### src/rtl/jtag_shift_sequencer.sv
// Splits an arbitrary-length JTAG scan (1..2^C_LEN_WIDTH-1 bits) into <=32-bit
// engine chunks, streaming TDI words in and captured TDO words out.
module jtag_shift_sequencer #(
    parameter int C_LEN_WIDTH = 16
) (
    input  logic                   CLK,
    input  logic                   RESET_N,
    input  logic                   CMD_VALID,
    output logic                   CMD_READY,
    input  logic [C_LEN_WIDTH-1:0] CMD_LENGTH,
    input  logic                   CMD_TMS_EXIT,
    input  logic                   TDI_VALID,
    output logic                   TDI_READY,
    input  logic [31:0]            TDI_DATA,
    output logic                   TDO_VALID,
    input  logic                   TDO_READY,
    output logic [31:0]            TDO_DATA,
    output logic                   BUSY,
    output logic                   OP_DONE,
    input  logic                   ABORT,
    output logic                   ENG_ENABLE,
    input  logic                   ENG_DONE,
    output logic [31:0]            ENG_LENGTH,
    output logic [31:0]            ENG_TMS_VECTOR,
    output logic [31:0]            ENG_TDI_VECTOR,
    input  logic [31:0]            ENG_TDO_VECTOR
);

    typedef enum logic [1:0] {IDLE, LOAD, RUN, PUSH} state_t;

    state_t                 state;
    logic [C_LEN_WIDTH-1:0] remaining;
    logic                   exit_flag;
    logic                   abort_flag;
    logic [5:0]             chunk;
    logic [5:0]             load_chunk;
    logic                   last_chunk;

    function automatic logic [31:0] chunk_mask(input logic [5:0] n);
        return (n >= 6'd32) ? 32'hFFFF_FFFF : ((32'h1 << n) - 32'h1);
    endfunction

    assign load_chunk = (remaining >= C_LEN_WIDTH'(32)) ? 6'd32 : remaining[5:0];
    assign last_chunk = (remaining <= C_LEN_WIDTH'(32));
    assign ENG_LENGTH = 32'(chunk);

    // NOTE: sequential state uses non-blocking assignments so every register
    // samples pre-edge values regardless of statement order.
    always_ff @(posedge CLK or negedge RESET_N) begin
        // NOTE: asynchronous reset drops ENG_ENABLE immediately, even mid-chunk.
        if (!RESET_N) begin
            state          <= IDLE;
            remaining      <= '0;
            exit_flag      <= 1'b0;
            abort_flag     <= 1'b0;
            chunk          <= '0;
            CMD_READY      <= 1'b0;
            TDI_READY      <= 1'b0;
            TDO_VALID      <= 1'b0;
            TDO_DATA       <= '0;
            BUSY           <= 1'b0;
            OP_DONE        <= 1'b0;
            ENG_ENABLE     <= 1'b0;
            ENG_TMS_VECTOR <= '0;
            ENG_TDI_VECTOR <= '0;
        end else begin
            OP_DONE <= 1'b0;
            case (state)
                IDLE: begin
                    CMD_READY <= 1'b1;
                    if (CMD_VALID && CMD_READY) begin
                        remaining  <= CMD_LENGTH;
                        exit_flag  <= CMD_TMS_EXIT;
                        abort_flag <= 1'b0;
                        if (CMD_LENGTH == '0) begin
                            OP_DONE <= 1'b1;
                        end else begin
                            state     <= LOAD;
                            CMD_READY <= 1'b0;
                            BUSY      <= 1'b1;
                            TDI_READY <= 1'b1;
                        end
                    end
                end
                LOAD: begin
                    // ABORT blocks the handshake: the word on TDI_DATA is not consumed.
                    if (ABORT) begin
                        state     <= IDLE;
                        TDI_READY <= 1'b0;
                        BUSY      <= 1'b0;
                        OP_DONE   <= 1'b1;
                        CMD_READY <= 1'b1;
                    end else if (TDI_VALID) begin
                        chunk          <= load_chunk;
                        ENG_TDI_VECTOR <= TDI_DATA & chunk_mask(load_chunk);
                        ENG_TMS_VECTOR <= (exit_flag && last_chunk) ?
                                          (32'h1 << (load_chunk - 6'd1)) : 32'h0;
                        TDI_READY      <= 1'b0;
                        ENG_ENABLE     <= 1'b1;
                        state          <= RUN;
                    end
                end
                RUN: begin
                    if (ABORT) abort_flag <= 1'b1;
                    if (ENG_DONE) begin
                        ENG_ENABLE <= 1'b0;
                        TDO_DATA   <= ENG_TDO_VECTOR & chunk_mask(chunk);
                        TDO_VALID  <= 1'b1;
                        remaining  <= remaining - C_LEN_WIDTH'(chunk);
                        state      <= PUSH;
                    end
                end
                PUSH: begin
                    if (ABORT) abort_flag <= 1'b1;
                    if (TDO_READY) begin
                        TDO_VALID <= 1'b0;
                        // An ABORT arriving with TDO_READY still ends the operation.
                        if (remaining == '0 || abort_flag || ABORT) begin
                            state     <= IDLE;
                            BUSY      <= 1'b0;
                            OP_DONE   <= 1'b1;
                            CMD_READY <= 1'b1;
                        end else begin
                            state     <= LOAD;
                            TDI_READY <= 1'b1;
                        end
                    end
                end
                default: state <= IDLE;
            endcase
        end
    end

endmodule

### config.mk
export PLATFORM = sky130hd
export DESIGN_NAME = jtag_shift_sequencer
export DESIGN_NICKNAME = d
export VERILOG_FILES = /design/src/rtl/jtag_shift_sequencer.sv
export SDC_FILE = /design/constraint.sdc
export NUM_CORES = 1
export LEC_CHECK = 0
export CORE_MARGIN = 1.5
export CORE_UTILIZATION = 48
export DETAILED_ROUTE_END_ITERATION = 6
export GPL_TIMING_DRIVEN = 0
export PLACE_DENSITY = 0.81
export SKIP_CTS_REPAIR_TIMING = 1
export SYNTH_ARGS = -nofsm -noshare
export SYNTH_HDL_FRONTEND = slang
export SYNTH_SLANG_ARGS = --single-unit
### constraint.sdc
create_clock -name CLK -period 3.79 [get_ports CLK]
set_input_delay 0.758 -clock CLK [delete_from_list [all_inputs] [get_ports CLK]]
set_output_delay 0.758 -clock CLK [all_outputs]
set_load 0.03 [all_outputs]
==> key figures, run 1 <==
Status
  • Outcome: complete, but fails checks
  • Failing checks: design-rule violations

Global routing
  • Tot GR Track Use: 0.3116
  • Grt ovf: 0
  • Initial antenna violation count: 0
  • Pin count of the biggest net entering global routing: 84
  • First-pass GRT wire length: 38830 microns
  • Vias in the first global route: 7235

Routing
  • Drt drc: 14
  • Final WL: 24560 microns
  • Detail Route Antenna Nets: 0
  • DRT iter0 DRCs: 796
  • DR vias: 7657
  • Wire per inst: 18.71 microns
  • DR pass1 iterations: 7
  • Vias/cell: 5.832

Final layout
  • Layout cell share with drive strength beyond 1: 0.06554
  • Non-filler cells, final: 1313
  • Commonest non-fill, non-tap cell in the layout: clkdlybuf4s50_1
  • Fin nets: 1213
  • Antenna Cells: 0
  • Most frequent cells in the layout: clkdlybuf4s50_1, nand2_1, dfrtp_1, o21ai_0
  • Layout overhead on the synthesized area: 40.21%
  • Core Util, Final: 0.6923
  • Fill count: 1230

Synth
  • Post-synth EDFFs: 0
  • Async SR Flop Fraction: 1.000
  • Synth cell types: 68
  • Area fraction in compound gates after synthesis: 0.1993
  • Main synth FF type: dfrtp_1
  • Number of synthesized register bits: 128
  • Register area share after synthesis: 0.4430
  • Post-Syn Area per Cell: 8.254 sq um
  • Synth Warn #: 0
  • Post-Synth Simple-Gate Area: 0.2327
  • Post-Synth XOR/XNOR Area: 0.01332
  • Adder-Cell Fraction of Synth Area: 0.01661
  • Gate Count Post-Synth: 876
  • Mux cell area share after synthesis: 0.02786
  • Synth Cell Area: 7231 sq um
  • Largest family of logic cells by synthesized area: simple AND/OR/NAND/NOR gates

Setup path
  • Worst setup EP type: flop
  • CP required: 4.13 ns
  • Arr. time, crit path: 3.97 ns
  • CP max FO: 10
  • R2R setup slack: 0.16 ns
  • Crit path kind: flop to flop
  • Critical Path Source Type: flop
  • RR Endpoint: ENG_TDI_VECTOR[24]
  • Worst reg2reg path depth: 13
  • Worst reg2reg startpoint: remaining[11]

Clock tree
  • Clk sink count: 128
  • Clock tree buffer depth: 2
  • Worst-path clk slew: 0.06 ns
  • Skew-Pair Late Insertion Delay: 0.43 ns
  • CTS root buffer: clkbuf_16
  • CTS tree: done
  • Inserted Clock Buffers: 17
  • H-tree Lvls: 4

Timing
  • Total Neg Setup Slack: 0 ns
  • Final Setup Violations: 0
  • RSZ-0062 raised after global routing: no
  • Fin Hold WS: 0.2500 ns
  • Slew Viols, Final: 0
  • Minimum clock period: 3.628 ns
  • Final Hold Vio Count: 0
  • Worst-Margin Slew: 0.9361 ns
  • Worst slew margin: 0.3660
  • Final period util: 0.9572
  • Maximum clock frequency: 275.7 MHz
  • Worst setup margin: 0.1623 ns
  • Clock Skews: 0.009844 ns

Power and ir drop
  • P_leak: 4.333 nW
  • Pwr/cell area: 731.7 nW/um^2
  • Worst VDD drop: 0.4578 mV

Floorplan
  • Chip width: 125.7 microns
  • Core area: 14640 sq um
  • Chip height: 125.7 microns
  • Row count: 44
  • Initial Util: 0.4938
  • Die area: 15810 sq um
  • IO Count: 222

Place
  • HPWL Detailed: 17990 microns
  • Setup slack at placement: -0.2364 ns
  • IO buf count: 195
  • Placed cell count: 1281
  • Final RePlAce weighted congestion: 0.9614

Run
  • Max-cap check violation count: 0

Hold path
  • Hold Path Class: input pin to asynchronous set/reset pin
[worst max-delay path: stages (launching register included)]
cell and delay, ns:
dfrtp_1 0.37, buf_6 0.14, or4_4 0.58, nor4_2 0.27, clkbuf_2 0.31, buf_2 0.32, nand4_1 0.14, ha_1 0.31
clkbuf_1 0.28, o31a_1 0.19, a21oi_1 0.15, xnor2_1 0.15, nand2_1 0.10, a32oi_1 0.23
[registers in the layout, indices dropped and copies added (netlist names), named ones only]
register,count
BUSY,1
CMD_READY,1
ENG_ENABLE,1
ENG_TDI_VECTOR,32
ENG_TMS_VECTOR,32
OP_DONE,1
TDI_READY,1
TDO_DATA,32
TDO_VALID,1
abort_flag,1
chunk,6
exit_flag,1
remaining,16
state,1
[power breakdown]
part | switching (W) | internal (W)
Combinational | 0.00230 | 0.00133
Clock | 0.000664 | 0.000992
Sequential | 0.000305 | 0.00183
[layout make-up]
type                       count  area, sq um  area share
clock inverter                14        155.1     0.01530
timing repair buffer         196         1981      0.1954
buffer                        86        431.7     0.04258
sequential                   128         3203      0.3159
multi-input combinational    673         3646      0.3596
tap                          184        230.2     0.02271
clock buffer                  18        439.2     0.04332
inverter                      14        52.55    0.005183
[metal layers]
metal | wire length, microns | GRT usage | up-vias | share of wire
li1 | - | - | 3525 | -
met2 | 11260 | 0.4845 | 444 | 0.46
met5 | 0 | 0 | - | 0
met3 | 2264 | 0.07647 | 45 | 0.092
met4 | 428 | 0.08384 | 0 | 0.017
met1 | 10610 | 0.4380 | 3643 | 0.43
[Yosys cell counts, types with 5 or more instances]
cell,count,share of area
a211oi_1,5,0.0052
a21o_1,5,0.0052
a21oi_1,41,0.028
a31oi_1,13,0.011
and3_1,6,0.0052
buf_1,6,0.0031
buf_4,26,0.027
clkbuf_1,52,0.027
dfrtp_1,128,0.44
ha_1,8,0.014
inv_1,11,0.0057
mux2i_1,19,0.026
nand2_1,188,0.098
nand2b_1,8,0.0069
nand3_1,28,0.019
nand3b_1,7,0.0073
nand4_1,10,0.0087
nor2_1,50,0.026
nor2b_1,10,0.0087
nor3_1,23,0.016
nor4_1,14,0.012
o21a_1,5,0.0052
o21ai_0,119,0.082
or3_1,7,0.0061
xnor2_1,9,0.011
[cell families after synthesis]
logic type | after synthesis
and+or+nand+nor | 369
AOI/OAI and AO/OA | 238
DFF | 128
buffers and inverters | 100
muxes | 20
xor gates and xnor gates | 11
adders and majority gates | 9
other | 1
[per-stage QoR]
| stage | total power (W) | area [sq um] |
|---|---|---|
| floorplan | 0.004305 | 7325 |
| global route | 0.007800 | 10140 |
| CTS | 0.007363 | 10130 |
| detailed placement | 0.005707 | 9535 |
| global placement | 0.005652 | 9507 |
| finish | 0.007419 | 10140 |
[how the worst max path moves through the flow]
stage / end / startpoint / slack [ns] / cells past startpoint
detailed placement: ENG_TDI_VECTOR[24] / remaining[11] / -0.24 / 13
global placement: ENG_TDI_VECTOR[31] / RESET_N / -3.07 / 1
global route: ENG_TDI_VECTOR[24] / remaining[11] / 0.01 / 13
floorplan: ENG_TDI_VECTOR[24] / remaining[11] / 0.65 / 13
finish: ENG_TDI_VECTOR[24] / remaining[11] / 0.16 / 13
CTS: ENG_TDI_VECTOR[24] / remaining[11] / -0.26 / 13
Power figures use the tool's default switching activity.
==> run 2, diff against run 1 <==
--- a/config.mk
+++ b/config.mk
@@ -9,5 +9,5 @@
 export CORE_UTILIZATION = 48
 export DETAILED_ROUTE_END_ITERATION = 6
-export GPL_TIMING_DRIVEN = 0
+export GPL_TIMING_DRIVEN = 1
 export PLACE_DENSITY = 0.81
 export SKIP_CTS_REPAIR_TIMING = 1
==> constraint.sdc (replaced) <==
create_clock -name CLK -period 3.79 [get_ports CLK]
set_input_delay 0.758 -clock CLK [delete_from_list [all_inputs] [get_ports CLK]]
set_output_delay 0.758 -clock CLK [all_outputs]
set_load 0.02 [all_outputs]
==> run 2 against run 1 <==
Effect of this change: the run still ends with design-rule violations left; register-to-register slack gained 0.64 ns; design area fell by 2.2%; worst setup slack better by 0.64 ns; total power down 4.0%; non-clock buffer count is 63 lower; largest cell class unchanged; largest power group unchanged; highest routed layer unchanged.
==> key figures, run 2 (synthesis gave the netlist of run 1 again) <==
Hold path
  • Hold Path Class: input pin to asynchronous set/reset pin

Timing
  • Slew Viols, Final: 0 (unchanged)
  • Final period util: 0.7874 (-0.1697)
  • Worst slew margin: 0.4117 (+0.04570)
  • RSZ-0062 raised after global routing: no
  • Maximum clock frequency: 335.1 MHz (+22%)
  • Final Setup Violations: 0 (unchanged)
  • Final Hold Vio Count: 0 (unchanged)
  • Worst-Margin Slew: 0.8824 ns (-0.05375 ns)
  • Total Neg Setup Slack: 0 ns (unchanged)
  • Minimum clock period: 2.984 ns (-0.6433 ns)
  • Clock Skews: 0.01208 ns (+0.002232 ns)
  • Fin Hold WS: 0.3788 ns (+0.1289 ns)

Final layout
  • Antenna Cells: 0 (unchanged)
  • Commonest non-fill, non-tap cell in the layout: clkdlybuf4s50_1
  • Design Area, Final: 9916 sq um (-2.2%)
  • Fill count: 1206 (-2.0%)
  • Largest registers: ENG_TDI_VECTOR: 32 flops, ENG_TMS_VECTOR: 32 flops, TDO_DATA: 32 flops
  • Register area: 3203 sq um (unchanged)
  • Layout overhead on the synthesized area: 37.13%
  • Multi-input gate area: 3680 sq um (+0.93%)
  • Fin nets: 1150 (-5.2%)
  • Layout cell share with drive strength beyond 1: 0.06385 (-0.001695)
  • Most frequent cells in the layout: clkdlybuf4s50_1, nand2_1, dfrtp_1, o21ai_0, nor2_1

Setup path
  • CP max FO: 20 (+10)
  • CP required: 4.12 ns (about the same)
  • Arr. time, crit path: 3.32 ns (-0.65 ns)
  • Worst setup EP type: flop
  • Crit path kind: flop to flop
  • Critical Path Source Type: flop

Floorplan
  • IO Count: 222 (unchanged)
  • Die area: 15810 sq um (unchanged)
  • Row count: 44 (unchanged)
  • Chip height: 125.7 microns (unchanged)
  • Core area: 14640 sq um (unchanged)
  • Chip width: 125.7 microns (unchanged)
  • Initial Util: 0.4938 (unchanged)

Power and ir drop
  • Pwr/cell area: 717.9 nW/um^2 (-1.9%)
  • Pint: 0.004251 W (+2.4%)
  • Flop pwr share: 0.312 (+0.025)
  • Clock group share of total power: 0.241 (+0.018)
  • Logic pwr share: 0.446 (-0.044)
  • P_sw: 0.002868 W (-12%)
  • Switching part of the total: 0.4028 (-0.03769)
  • Total power: 0.007119 W (-4.0%)
  • Worst VDD drop: 0.5503 mV (+20%)
  • P_leak: 4.239 nW (-2.2%)

Routing
  • Final WL: 22380 microns (-8.9%)
  • Vias/cell: 5.853 (+0.37%)
  • Detail Route Antenna Nets: 0 (unchanged)
  • DR pass1 iterations: 7 (unchanged)
  • Drt drc: 14 (unchanged)
  • DRT iter0 DRCs: 969 (+22%)
  • Wire per inst: 17.92 microns (-4.2%)
  • DR vias: 7311 (-4.5%)

Run
  • Max-cap check violation count: 0 (unchanged)

Clock tree
  • CTS root buffer: clkbuf_16
  • H-tree Lvls: 4 (unchanged)
  • Clk sink count: 128 (unchanged)
  • Inserted Clock Buffers: 17 (unchanged)
  • Skew-Pair Late Insertion Delay: 0.43 ns (about the same)
  • Clock tree buffer depth: 2 (unchanged)
  • Worst-path clk slew: 0.06 ns (about the same)
  • CTS tree: done

Place
  • Final RePlAce weighted congestion: 0.9154 (-4.8%)
  • Post-DP Area: 9299 sq um (-2.5%)
  • HPWL Detailed: 15760 microns (-12%)
  • IO buf count: 195 (unchanged)

Status
  • Outcome: complete, but fails checks
  • Failing checks: design-rule violations

Global routing
  • Pin count of the biggest net entering global routing: 94 (+12%)
  • Tot GR Track Use: 0.2854 (-0.02618)
  • Grt ovf: 0 (unchanged)
  • Initial antenna violation count: 0 (unchanged)
  • First-pass GRT wire length: 36110 microns (-7.0%)
  • Vias in the first global route: 6924 (-4.3%)
-- run 2: final cells by class --
class,count,area share
repair buffers,219,0.2151
clock inverters,13,0.01893
multi-input cells,673,0.3711
clock buffers,18,0.04328
well taps,184,0.02322
inverters,14,0.005300
flip-flops and latches,128,0.3230
-- run 2: power groups by stage --
stage          Sequential (W)  Combinational [W]  Clock (W)
2_1_floorplan         0.00253            0.00150          0
3_3_place_gp          0.00222            0.00307          0
3_5_place_dp          0.00223            0.00312          0
4_1_cts               0.00222            0.00316    0.00174
5_1_grt               0.00228            0.00344    0.00180
6_report              0.00222            0.00318    0.00172
-- run 2: critical path, cell delays in order, from the launching register on --
cell and delay [ns]:
dfrtp_1 0.48, or4_4 0.62, nor4_2 0.15, buf_4 0.29, nand4_1 0.13, ha_1 0.42, o31a_1 0.20, a21oi_1 0.17
xnor2_1 0.14, nand2_1 0.07, a32oi_1 0.21
-- run 2: stage by stage --
stage	setup slack, ns	instances	utilization
finish	0.8056	1249	0.6771
global route	0.5968	1249	0.6771
CTS	0.8489	1249	0.6771
detailed placement	0.8110	1218	0.6350
global placement	0.8895	1218	0.6350
floorplan	0.6487	901	-
-- run 2: path summary, 6_finish.rpt --
kind,start,to,slack [ns],cells after the start
max,remaining[11],ENG_TDI_VECTOR[24],0.81,10
min in group CLK,ENG_TDI_VECTOR[9],ENG_TDI_VECTOR[9],0.47,2
min reg2reg,ENG_TDI_VECTOR[9],ENG_TDI_VECTOR[9],0.47,2
max reg2reg,remaining[11],ENG_TDI_VECTOR[24],0.81,10
min,RESET_N,remaining[12],0.38,1
max in group asynchronous,RESET_N,ENG_TMS_VECTOR[11],2.50,2
-- run 2: layer usage --
| metal | share of wire | track usage | vias to the layer above |
|---|---|---|---|
| li1 | - | - | 3401 |
| met1 | 0.44 | 0.4049 | 3495 |
| met2 | 0.46 | 0.4312 | 378 |
| met3 | 0.081 | 0.06542 | 37 |
| met4 | 0.020 | 0.1014 | 0 |
| met5 | 0 | 0 | - |
==> run 3, diff against run 2 <==
CORE_UTILIZATION = 43   (was 48)
PLACE_DENSITY = 0.76   (was 0.81)
clock period = 2.7 ns   (was 3.79 ns; I/O delays follow)
==> run 3 against run 2 <==
Effect of this change: the flow now finishes without violations; critical path depth is 4 lower; sequential power is 35% higher; critical endpoint is now ENG_TMS_VECTOR[0]; via count is 1.4% higher; combinational power is 51% higher; largest power group unchanged; non-clock buffer count is 31 higher; largest cell class unchanged; clock power is 37% higher; worst setup slack worse by 0.72 ns; utilization is 5.7 points lower; critical path type unchanged.
==> key figures, run 3 (synthesis gave the netlist of run 1 again) <==
Status
  • Outcome: finished, final reports clean

Global routing
  • Grt ovf: 0 (unchanged)
  • First-pass GRT wire length: 37280 microns (+3.2%)
  • Initial antenna violation count: 0 (unchanged)
  • Met2 Use GR: 0.4017 (-0.02947)
  • Tot GR Track Use: 0.2659 (-0.01951)
  • Grt met1 use: 0.3818 (-0.02316)
  • Vias in the first global route: 6974 (+0.72%)
  • GR Util met3: 0.05364 (-0.01178)
  • Pin count of the biggest net entering global routing: 73 (-22%)
  • Layer with the highest usage: met2

Floorplan
  • Core area: 16520 sq um (+13%)
  • Chip width: 132.7 microns (+5.5%)
  • Chip height: 132.7 microns (+5.5%)
  • IO Count: 222 (unchanged)
  • Row count: 47 (+6.8%)
  • Die area: 17600 sq um (+11%)
  • Initial Util: 0.4376 (-0.05619)

Routing
  • DRT iter0 DRCs: 868 (-10%)
  • Detail Route Antenna Nets: 0 (unchanged)
  • DR vias: 7414 (+1.4%)
  • Wire per inst: 17.60 microns (-1.8%)
  • Vias/cell: 5.629 (-3.8%)
  • Drt drc: 0 (-14)
  • DR pass1 iterations: 5 (-2)
  • Final WL: 23180 microns (+3.6%)

Timing
  • Total Neg Setup Slack: 0 ns (unchanged)
  • Worst setup margin: 0.08269 ns (-0.7229 ns)
  • Slew Viols, Final: 0 (unchanged)
  • Final Hold Vio Count: 0 (unchanged)
  • Maximum clock frequency: 382.1 MHz (+14%)
  • Worst slew margin: 0.5928 (+0.1810)
  • Worst-Margin Slew: 0.6109 ns (-0.2715 ns)
  • RSZ-0062 raised after global routing: yes
  • Final Setup Violations: 0 (unchanged)
  • Minimum clock period: 2.617 ns (-0.3671 ns)
  • Clock Skews: 0.01358 ns (+0.001504 ns)
  • Final period util: 0.9694 (+0.1819)

Place
  • IO buf count: 195 (unchanged)
  • HPWL Detailed: 16470 microns (+4.5%)
  • Placed cell count: 1284 (+5.4%)
  • Final RePlAce weighted congestion: 0.9409 (+2.8%)
  • Setup slack at placement: 0.02874 ns (-0.7822 ns)

Clock tree
  • Worst-path clk slew: 0.06 ns (about the same)
  • Inserted Clock Buffers: 17 (unchanged)
  • H-tree Lvls: 4 (unchanged)
  • CTS tree: done
  • Skew-Pair Late Insertion Delay: 0.43 ns (about the same)
  • Clk sink count: 128 (unchanged)
  • CTS root buffer: clkbuf_16
  • Clock tree buffer depth: 2 (unchanged)

Final layout
  • Most frequent cells in the layout: clkdlybuf4s50_1, nand2_1, dfrtp_1, o21ai_0, buf_4
  • Fill count: 1389 (+15%)
  • Layout overhead on the synthesized area: 41.63%
  • Non-filler cells, final: 1317 (+5.4%)
  • Commonest non-fill, non-tap cell in the layout: clkdlybuf4s50_1
  • Layout cell share with drive strength beyond 1: 0.09298 (+0.02913)
  • Antenna Cells: 0 (unchanged)
  • Largest registers: ENG_TDI_VECTOR: 32 flops, ENG_TMS_VECTOR: 32 flops, TDO_DATA: 32 flops
  • Fin nets: 1181 (+2.7%)

Run
  • Max-cap check violation count: 0 (unchanged)

Setup path
  • CP startpoint: remaining[15]
  • CP cell instances: or4_4, or4_4, buf_4, or3_1, or3_1, o21ai_0
  • Arr. time, crit path: 2.96 ns (-0.36 ns)
  • CP max FO: 5 (-75%)
  • Critical Path Sink: ENG_TMS_VECTOR[0]
  • Worst reg2reg startpoint: remaining[15]
  • RR Endpoint: ENG_TMS_VECTOR[0]
  • Worst setup EP type: flop
  • Worst reg2reg path depth: 6 (-4)
  • Crit path kind: flop to flop
  • R2R setup slack: 0.08 ns (-0.72 ns)
  • CP required: 3.04 ns (-1.08 ns)
  • CP max stage delay: 0.57 ns (-0.05 ns)
  • CP max-delay cell: or4_4
  • Critical Path Source Type: flop

Power and ir drop
  • P_leak: 4.408 nW (+4.0%)
  • Worst VDD drop: 0.6764 mV (+23%)
  • Pwr/cell area: 991.3 nW/um^2 (+38%)

Hold path
  • Hold Path Class: input pin to asynchronous set/reset pin
-- run 3: cell types whose count changed in the layout (fill, tap and decap cells not counted), moves of 2 or more --
cell / previous run / this run
clkbuf_8: 0 / 2
clkinv_2: 2 / 5
clkinv_4: 3 / 0
buf_12: 0 / 3
buf_4: 24 / 52
-- run 3: layer usage --
layer | vias to the layer above | routed length (microns)
met4 | 0 | 498
met5 | - | 0
met1 | 3568 | 10250
met3 | 34 | 1725
li1 | 3459 | -
met2 | 353 | 10710
-- run 3: area by class of cell --
class / instances / area (sq um) / area share
multi-input combinational: 673 / 3709 / 0.3621
sequential: 128 / 3203 / 0.3128
timing repair buffer: 250 / 2404 / 0.2347
clock buffer: 21 / 460.4 / 0.04496
tap: 220 / 275.3 / 0.02688
clock inverter: 11 / 137.6 / 0.01344
inverter: 14 / 52.55 / 0.005131
-- run 3: stage by stage --
stage / power, W / area, sq um / util / hold slack [ns]
2_1_floorplan: 0.005671 / 7376 / - / 0.2444
6_report: 0.01015 / 10240 / 0.6197 / 0.08516
3_5_place_dp: 0.007728 / 9622 / 0.5823 / 0.4615
5_1_grt: 0.01071 / 10240 / 0.6197 / 0.1320
4_1_cts: 0.01011 / 10220 / 0.6185 / 0.1088
3_3_place_gp: 0.007671 / 9622 / 0.5823 / 0.4513
-- run 3: worst min-delay path by stage --
stage                                  start                  to  slack (ns)  cells past startpoint
after global placement    ENG_TDI_VECTOR[11]  ENG_TDI_VECTOR[11]        0.45                      2
after floorplan                      RESET_N                BUSY        0.24                      0
after detailed placement   ENG_TDI_VECTOR[1]   ENG_TDI_VECTOR[1]        0.46                      2
after CTS                            RESET_N        TDO_DATA[28]        0.11                      1
final                                RESET_N        TDO_DATA[28]        0.09                      1
after global routing                 RESET_N        TDO_DATA[28]        0.13                      1
-- run 3: critical path: cells and delay by family (launching register included) --
family	cells	cell delay (ns)
AND/OR/NAND/NOR	4	1.81
flip-flops	1	0.38
buffers and inverters	1	0.18
AO/OA/AOI/OAI	1	0.17
-- run 3: power breakdown --
part           switching [W]  total (W)  internal [W]
logic                0.00277    0.00480       0.00202
registers           0.000434    0.00300       0.00256
clock network       0.000869    0.00236       0.00149
total                0.00407     0.0102       0.00608
